<file path="config.mk">
export PLATFORM = sky130hd
export DESIGN_NAME = seg7_scan_decoder
export DESIGN_NICKNAME = d
export VERILOG_FILES = /design/src/rtl/seg7_scan_decoder.sv
export SDC_FILE = /design/constraint.sdc
export NUM_CORES = 1
export LEC_CHECK = 0
export CORE_UTILIZATION = 42
export DETAILED_ROUTE_END_ITERATION = 8
export PLACE_DENSITY = 0.66
export SLEW_MARGIN = 20
export SYNTH_ARGS = -nofsm -noshare
export SYNTH_HDL_FRONTEND = slang
export SYNTH_SLANG_ARGS = --single-unit
export TNS_END_PERCENT = 50
</file>
<file path="constraint.sdc">
create_clock -name clk -period 4.7 [get_ports clk]
set_clock_uncertainty 0.05 [all_clocks]
set_input_delay 0.94 -clock clk [delete_from_list [all_inputs] [get_ports clk]]
set_output_delay 0.94 -clock clk [all_outputs]
set_load 0.01 [all_outputs]
</file>
<file path="src/rtl/seg7_scan_decoder.sv">
// Seven-segment scan bus receiver: qualifies stable digits,
// decodes them to BCD and assembles frames for a valid/ready sink.
module seg7_scan_decoder #(
  parameter int DIGITS     = 4,
  parameter int STABLE_CYC = 4
) (
  input  logic                  clk,
  input  logic                  rst,
  input  logic [6:0]            seg,
  input  logic [DIGITS-1:0]     an,
  output logic [4*DIGITS-1:0]   frame_data,
  output logic [DIGITS-1:0]     frame_err,
  output logic                  frame_valid,
  input  logic                  frame_ready,
  output logic                  overrun
);

  localparam int CW = $clog2(STABLE_CYC + 1);
  localparam logic [CW-1:0] CMAX = CW'(STABLE_CYC);

  localparam logic [0:0] ST_COLLECT = 1'b0;
  localparam logic [0:0] ST_FULL    = 1'b1;

  logic [6:0]          r_seg_q;
  logic [DIGITS-1:0]   r_an_q;
  logic [6:0]          r_seg_p;
  logic [DIGITS-1:0]   r_an_p;
  logic [CW-1:0]       r_cnt;
  logic [4*DIGITS-1:0] r_slot_data;
  logic [DIGITS-1:0]   r_slot_err;
  logic [DIGITS-1:0]   r_got;
  logic [0:0]          r_state;
  logic [4*DIGITS-1:0] r_frame_data;
  logic [DIGITS-1:0]   r_frame_err;

  logic                w_onehot;
  logic                w_same;
  logic [CW-1:0]       w_cnt;
  logic                w_cap;
  logic [3:0]          w_dec_val;
  logic                w_dec_err;
  logic [4*DIGITS-1:0] w_slot_data_n;
  logic [DIGITS-1:0]   w_slot_err_n;
  logic [DIGITS-1:0]   w_got_n;
  logic                w_complete;
  logic                w_load;

  function automatic logic [4:0] f_decode(input logic [6:0] s);
    logic [4:0] r;
    case (s)
      7'b1111110: r = 5'h00;
      7'b0110000: r = 5'h01;
      7'b1101101: r = 5'h02;
      7'b1111001: r = 5'h03;
      7'b0110011: r = 5'h04;
      7'b1011011: r = 5'h05;
      7'b1011111: r = 5'h06;
      7'b1110000: r = 5'h07;
      7'b1111111: r = 5'h08;
      7'b1111011: r = 5'h09;
      default:    r = 5'h1F;
    endcase
    return r;
  endfunction

  assign w_onehot = (r_an_q != '0) &&
                    ((r_an_q & (r_an_q - DIGITS'(1))) == '0);
  assign w_same   = (r_seg_q == r_seg_p) && (r_an_q == r_an_p);
  assign {w_dec_err, w_dec_val} = f_decode(r_seg_q);

  // Run length of the current sample; blanking holds it at zero.
  always_comb begin
    w_cnt = '0;
    if (!w_onehot)
      w_cnt = '0;
    else if (w_same)
      w_cnt = (r_cnt == CMAX) ? CMAX : r_cnt + CW'(1);
    else
      w_cnt = CW'(1);
  end

  // One capture per dwell: only when the count reaches the limit.
  assign w_cap = w_onehot && (w_cnt == CMAX) &&
                 !(w_same && (r_cnt == CMAX));

  // Next slot contents and collected-digit mask after a capture.
  always_comb begin
    w_slot_data_n = r_slot_data;
    w_slot_err_n  = r_slot_err;
    w_got_n       = r_got;
    if (w_cap) begin
      for (int i = 0; i < DIGITS; i++) begin
        if (r_an_q[i]) begin
          w_slot_data_n[4*i +: 4] = w_dec_val;
          w_slot_err_n[i]         = w_dec_err;
          w_got_n[i]              = 1'b1;
        end
      end
    end
  end

  assign w_complete = w_cap && (&w_got_n);
  assign w_load     = w_complete &&
                      ((r_state == ST_COLLECT) || frame_ready);

  // Register the bus and keep the previous sample for comparison.
  always_ff @(posedge clk) begin
    if (rst) begin
      r_seg_q <= '0;
      r_an_q  <= '0;
      r_seg_p <= '0;
      r_an_p  <= '0;
    end else begin
      r_seg_q <= seg;
      r_an_q  <= an;
      r_seg_p <= r_seg_q;
      r_an_p  <= r_an_q;
    end
  end

  // Stability counter.
  always_ff @(posedge clk) begin
    if (rst)
      r_cnt <= '0;
    else
      r_cnt <= w_cnt;
  end

  // Slot storage; a completed frame restarts collection.
  always_ff @(posedge clk) begin
    if (rst) begin
      r_slot_data <= '0;
      r_slot_err  <= '0;
      r_got       <= '0;
    end else begin
      r_slot_data <= w_slot_data_n;
      r_slot_err  <= w_slot_err_n;
      r_got       <= w_complete ? '0 : w_got_n;
    end
  end

  // Output register and COLLECT/FULL handshake state.
  always_ff @(posedge clk) begin
    if (rst) begin
      r_state      <= ST_COLLECT;
      r_frame_data <= '0;
      r_frame_err  <= '0;
    end else if (w_load) begin
      r_state      <= ST_FULL;
      r_frame_data <= w_slot_data_n;
      r_frame_err  <= w_slot_err_n;
    end else if ((r_state == ST_FULL) && frame_ready) begin
      r_state      <= ST_COLLECT;
    end
  end

  assign frame_data  = r_frame_data;
  assign frame_err   = r_frame_err;
  assign frame_valid = (r_state == ST_FULL);
  assign overrun     = !rst && w_complete &&
                       (r_state == ST_FULL) && !frame_ready;

endmodule

</file>
==> results.toml <==
[status]
outcome = "finished, final reports clean"

[timing]
slew_headroom = 0.409
tightest_slew_ns = 0.884
fin_tns_setup_ns = 0
drv_slew = 0
rsz0062_at_grt = "false"
setup_viol = 0
hold_viol = 0
post-route-period-util = 0.789
fmax_mhz = 270
min_period_ns = 3.71

[global_routing]
grt_max_degree = 47
grt_pass1_vias = 1825
grt_pass1_wl_um = 8150
grt_overflow = 0
antenna_found_initial = 0
grt.total_usage = 0.164

[floorplan]
rows = 29
start_util = 0.432
pin_count = 36
die_h_um = 82.6
fp.dieW_um = 82.6
dieArea_sq_um = 6820
core_sq_um = 6310

[cts]
cts_tree = "built"
cts_resized = 0
h-tree-depth = 3
cts_sinks = 70
numCtsBuffers = 9
clk_path_buf_depth = 2
clk_pin_slew_worst_paths_ns = 0.08
root_buffer = "clkbuf_8"
cts_setup_buffers = 0
ctsHoldBuffers = 0
clk_latency_ns = 0.34

[placement]
dpl.hpwl_um = 3450
io_buffers = 35
place_congestion = 0.837
dpl.cell_count = 385

[synth]
synth_xor_xnor_area_share = 0.0417
synthCells = 288
synth-edff-count = 0
ys_ff_latch = 70
synth-simple-area-share = 0.223
ys.flop_type = "dfxtp_1"
avgSynthCellArea_sq_um = 9.48
synth_seq_area_share = 0.514
ys_types = 40
synth_compound_area_frac = 0.101
syn_nets = 304
synth_top_area_frac = 0.514
async_reset_ff_frac = 0
synth_fa_ha_area_frac = 0.00917
synth_top_family_by_area = "simple AND/OR/NAND/NOR gates"
synth_top_cell_by_area = "dfxtp_1"
muxShareOfSynthArea = 0.0734
syn_area_sq_um = 2730
synthTopCellsByArea = "dfxtp_1, mux2i_1, nor2b_1, nor2_1, xnor2_1"
ys_warn_count = 0

[cells_and_area]
drive_gt1_frac = 0.0802
final_cells = 401
syn_to_final_growth_pct = 22.9
final_nets = 335
diodes = 0

[worst_setup_path]
critPathMaxStageDelay_ns = 0.56
arrival_ns = 2.72
crit_path_end_kind = "output pin"
crit_required_ns = 3.71
rrSetupSlack_ns = 1.91
r2r_start = "r_cnt[0]$_SDFF_PP0_"
r2r_cells = 6
crit_chain = "inv_1 > ha_1 > or3b_4 > a211oi_4 > nand4_1 > nor3_1 > clkdlybuf4s50_1"
worstPathMaxFanout = 6
critical_path_class = "reg2out"
critPathLaunch = "r_cnt[0]$_SDFF_PP0_"
cp-endpoint = "overrun"
reg2reg_to = "frame_data[7]$_SDFFE_PP0P_"
critPathLaunchType = "flop"
cpMaxStageDelayCell = "clkdlybuf4s50_1"

[detailed_routing]
drtAntennaViolNets = 0
dr.first_iter.drc_count = 85
num_vias = 2022
maxUsedRoutingLayer = "met4"
dr_wl_met2_um = 2360
postRouteWirelength_um = 5140
via_per_inst = 5.04
wl_met1_um = 2550
drc = 0
post_drt_wl_per_cell_um = 12.8
met3_length_um = 160
drt_pre_antenna_iters = 4

[worst_hold_path]
hold_class = "reg2reg"

[pwr]
ir_drop_mv = 0.190
cellPowerDensity_nw_per_um2 = 365
p_leak_nw = 1.29

[run]
cap_violations = 0
-- power breakdown --
group	switching (mW)	total [mW]	leakage, nW	internal [mW]
clock	0.232	0.549	0.117	0.317
combinational	0.0281	0.0590	0.607	0.0308
sequential	0.0137	0.616	0.569	0.602
-- how the worst min path moves through the flow --
stage / cells after the start / slack [ns] / to / startpoint
CTS: 2 / 0.40 / frame_data[10]$_SDFFE_PP0P_ / frame_data[10]$_SDFFE_PP0P_
floorplan: 2 / 0.38 / r_got[1]$_SDFF_PP0_ / r_got[1]$_SDFF_PP0_
global route: 2 / 0.43 / frame_data[10]$_SDFFE_PP0P_ / frame_data[10]$_SDFFE_PP0P_
global placement: 2 / 0.39 / frame_err[3]$_SDFFE_PP0P_ / frame_err[3]$_SDFFE_PP0P_
finish: 2 / 0.40 / frame_data[15]$_SDFFE_PP0P_ / frame_data[15]$_SDFFE_PP0P_
detailed placement: 2 / 0.39 / frame_data[10]$_SDFFE_PP0P_ / frame_data[10]$_SDFFE_PP0P_
-- worst max-delay path, delay by kind of cell, from the launching register on --
kind                       cells  cell delay, ns
and+or+nand+nor                3            0.77
DFF                            1            0.34
AOI/OAI and AO/OA              1            0.38
buffers and inverters          2            0.65
adders and majority gates      1            0.24
-- cell usage after synthesis (2+ instances only) --
| library cell | n |
|---|---|
| dfxtp_1 | 70 |
| nor2_1 | 29 |
| nand2_1 | 27 |
| nor2b_1 | 21 |
| mux2i_1 | 20 |
| clkbuf_1 | 12 |
| o21ai_0 | 12 |
| xnor2_1 | 12 |
| o21ai_1 | 11 |
| inv_1 | 9 |
| a21oi_1 | 6 |
| a21boi_0 | 5 |
| nand4_1 | 5 |
| buf_2 | 4 |
| nand3_1 | 4 |
| nor3_1 | 4 |
| and2_1 | 3 |
| nand2b_1 | 3 |
| nor4b_1 | 3 |
| o22ai_1 | 3 |
| a31oi_1 | 2 |
| ha_1 | 2 |
| nand3_2 | 2 |
| nand3_4 | 2 |
| nor4_1 | 2 |
-- layer usage --
layer	global-route usage	vias to the layer above
met5	0	-
met4	0.0879	0
met3	0.0440	6
met2	0.261	30
li1	-	1026
met1	0.201	960
-- final cells by class --
| cell class | instances | area (sq um) |
|---|---|---|
| tap | 77 | 96.3 |
| timing repair buffer | 37 | 365 |
| clock inverter | 6 | 95.1 |
| clock buffer | 10 | 138 |
| inverter | 9 | 33.8 |
| fill | 598 | 2960 |
| multi-input combinational | 192 | 1220 |
| sequential | 70 | 1400 |
-- placed cells by master (no fill, tap or decap), types with 3 or more instances in the layout --
cell	synthesis	layout
nand3_1	4	4
dfxtp_1	70	70
clkdlybuf4s50_1	0	35
o21ai_1	11	11
and2_1	3	3
nand2_1	27	27
o22ai_1	3	3
nor4b_1	3	3
nand2b_1	3	3
o21ai_0	12	12
nor2b_1	21	21
nor2_1	29	29
nor3_1	4	4
mux2i_1	20	20
inv_1	9	9
clkbuf_8	0	10
xnor2_1	12	12
clkinv_4	0	4
a21boi_0	5	5
nand4_1	5	5
a21oi_1	6	6
-- cell families after synthesis --
group / Yosys count
buffers and inverters: 26
xor gates and xnor gates: 13
muxes: 20
DFF: 70
adders and majority gates: 2
and+or+nand+nor: 112
AOI/OAI and AO/OA: 45
-- state kept, by name (all words and copies together), names as in the netlist --
| name | cells |
|---|---|
| r_seg_q | 7 |
| r_slot_err | 4 |
| r_got | 4 |
| frame_err | 4 |
| frame_data | 16 |
| r_an_q | 4 |
| frame_valid | 1 |
| r_slot_data | 16 |
| r_an_p | 4 |
| r_cnt | 3 |
| r_seg_p | 7 |
-- through the flow --
stage / util / power [mW] / setup slack (ns) / instance area (sq um) / hold slack (ns)
after floorplan: - / 0.670 / 1.90 / 2730 / 0.385
after global placement: 0.494 / 0.688 / 1.44 / 3120 / 0.391
after detailed placement: 0.494 / 0.689 / 1.35 / 3120 / 0.392
after CTS: 0.531 / 1.24 / 0.968 / 3350 / 0.403
after global routing: 0.531 / 1.27 / 0.833 / 3350 / 0.426
final: 0.531 / 1.22 / 0.990 / 3350 / 0.400
Power figures use the tool's default switching activity.
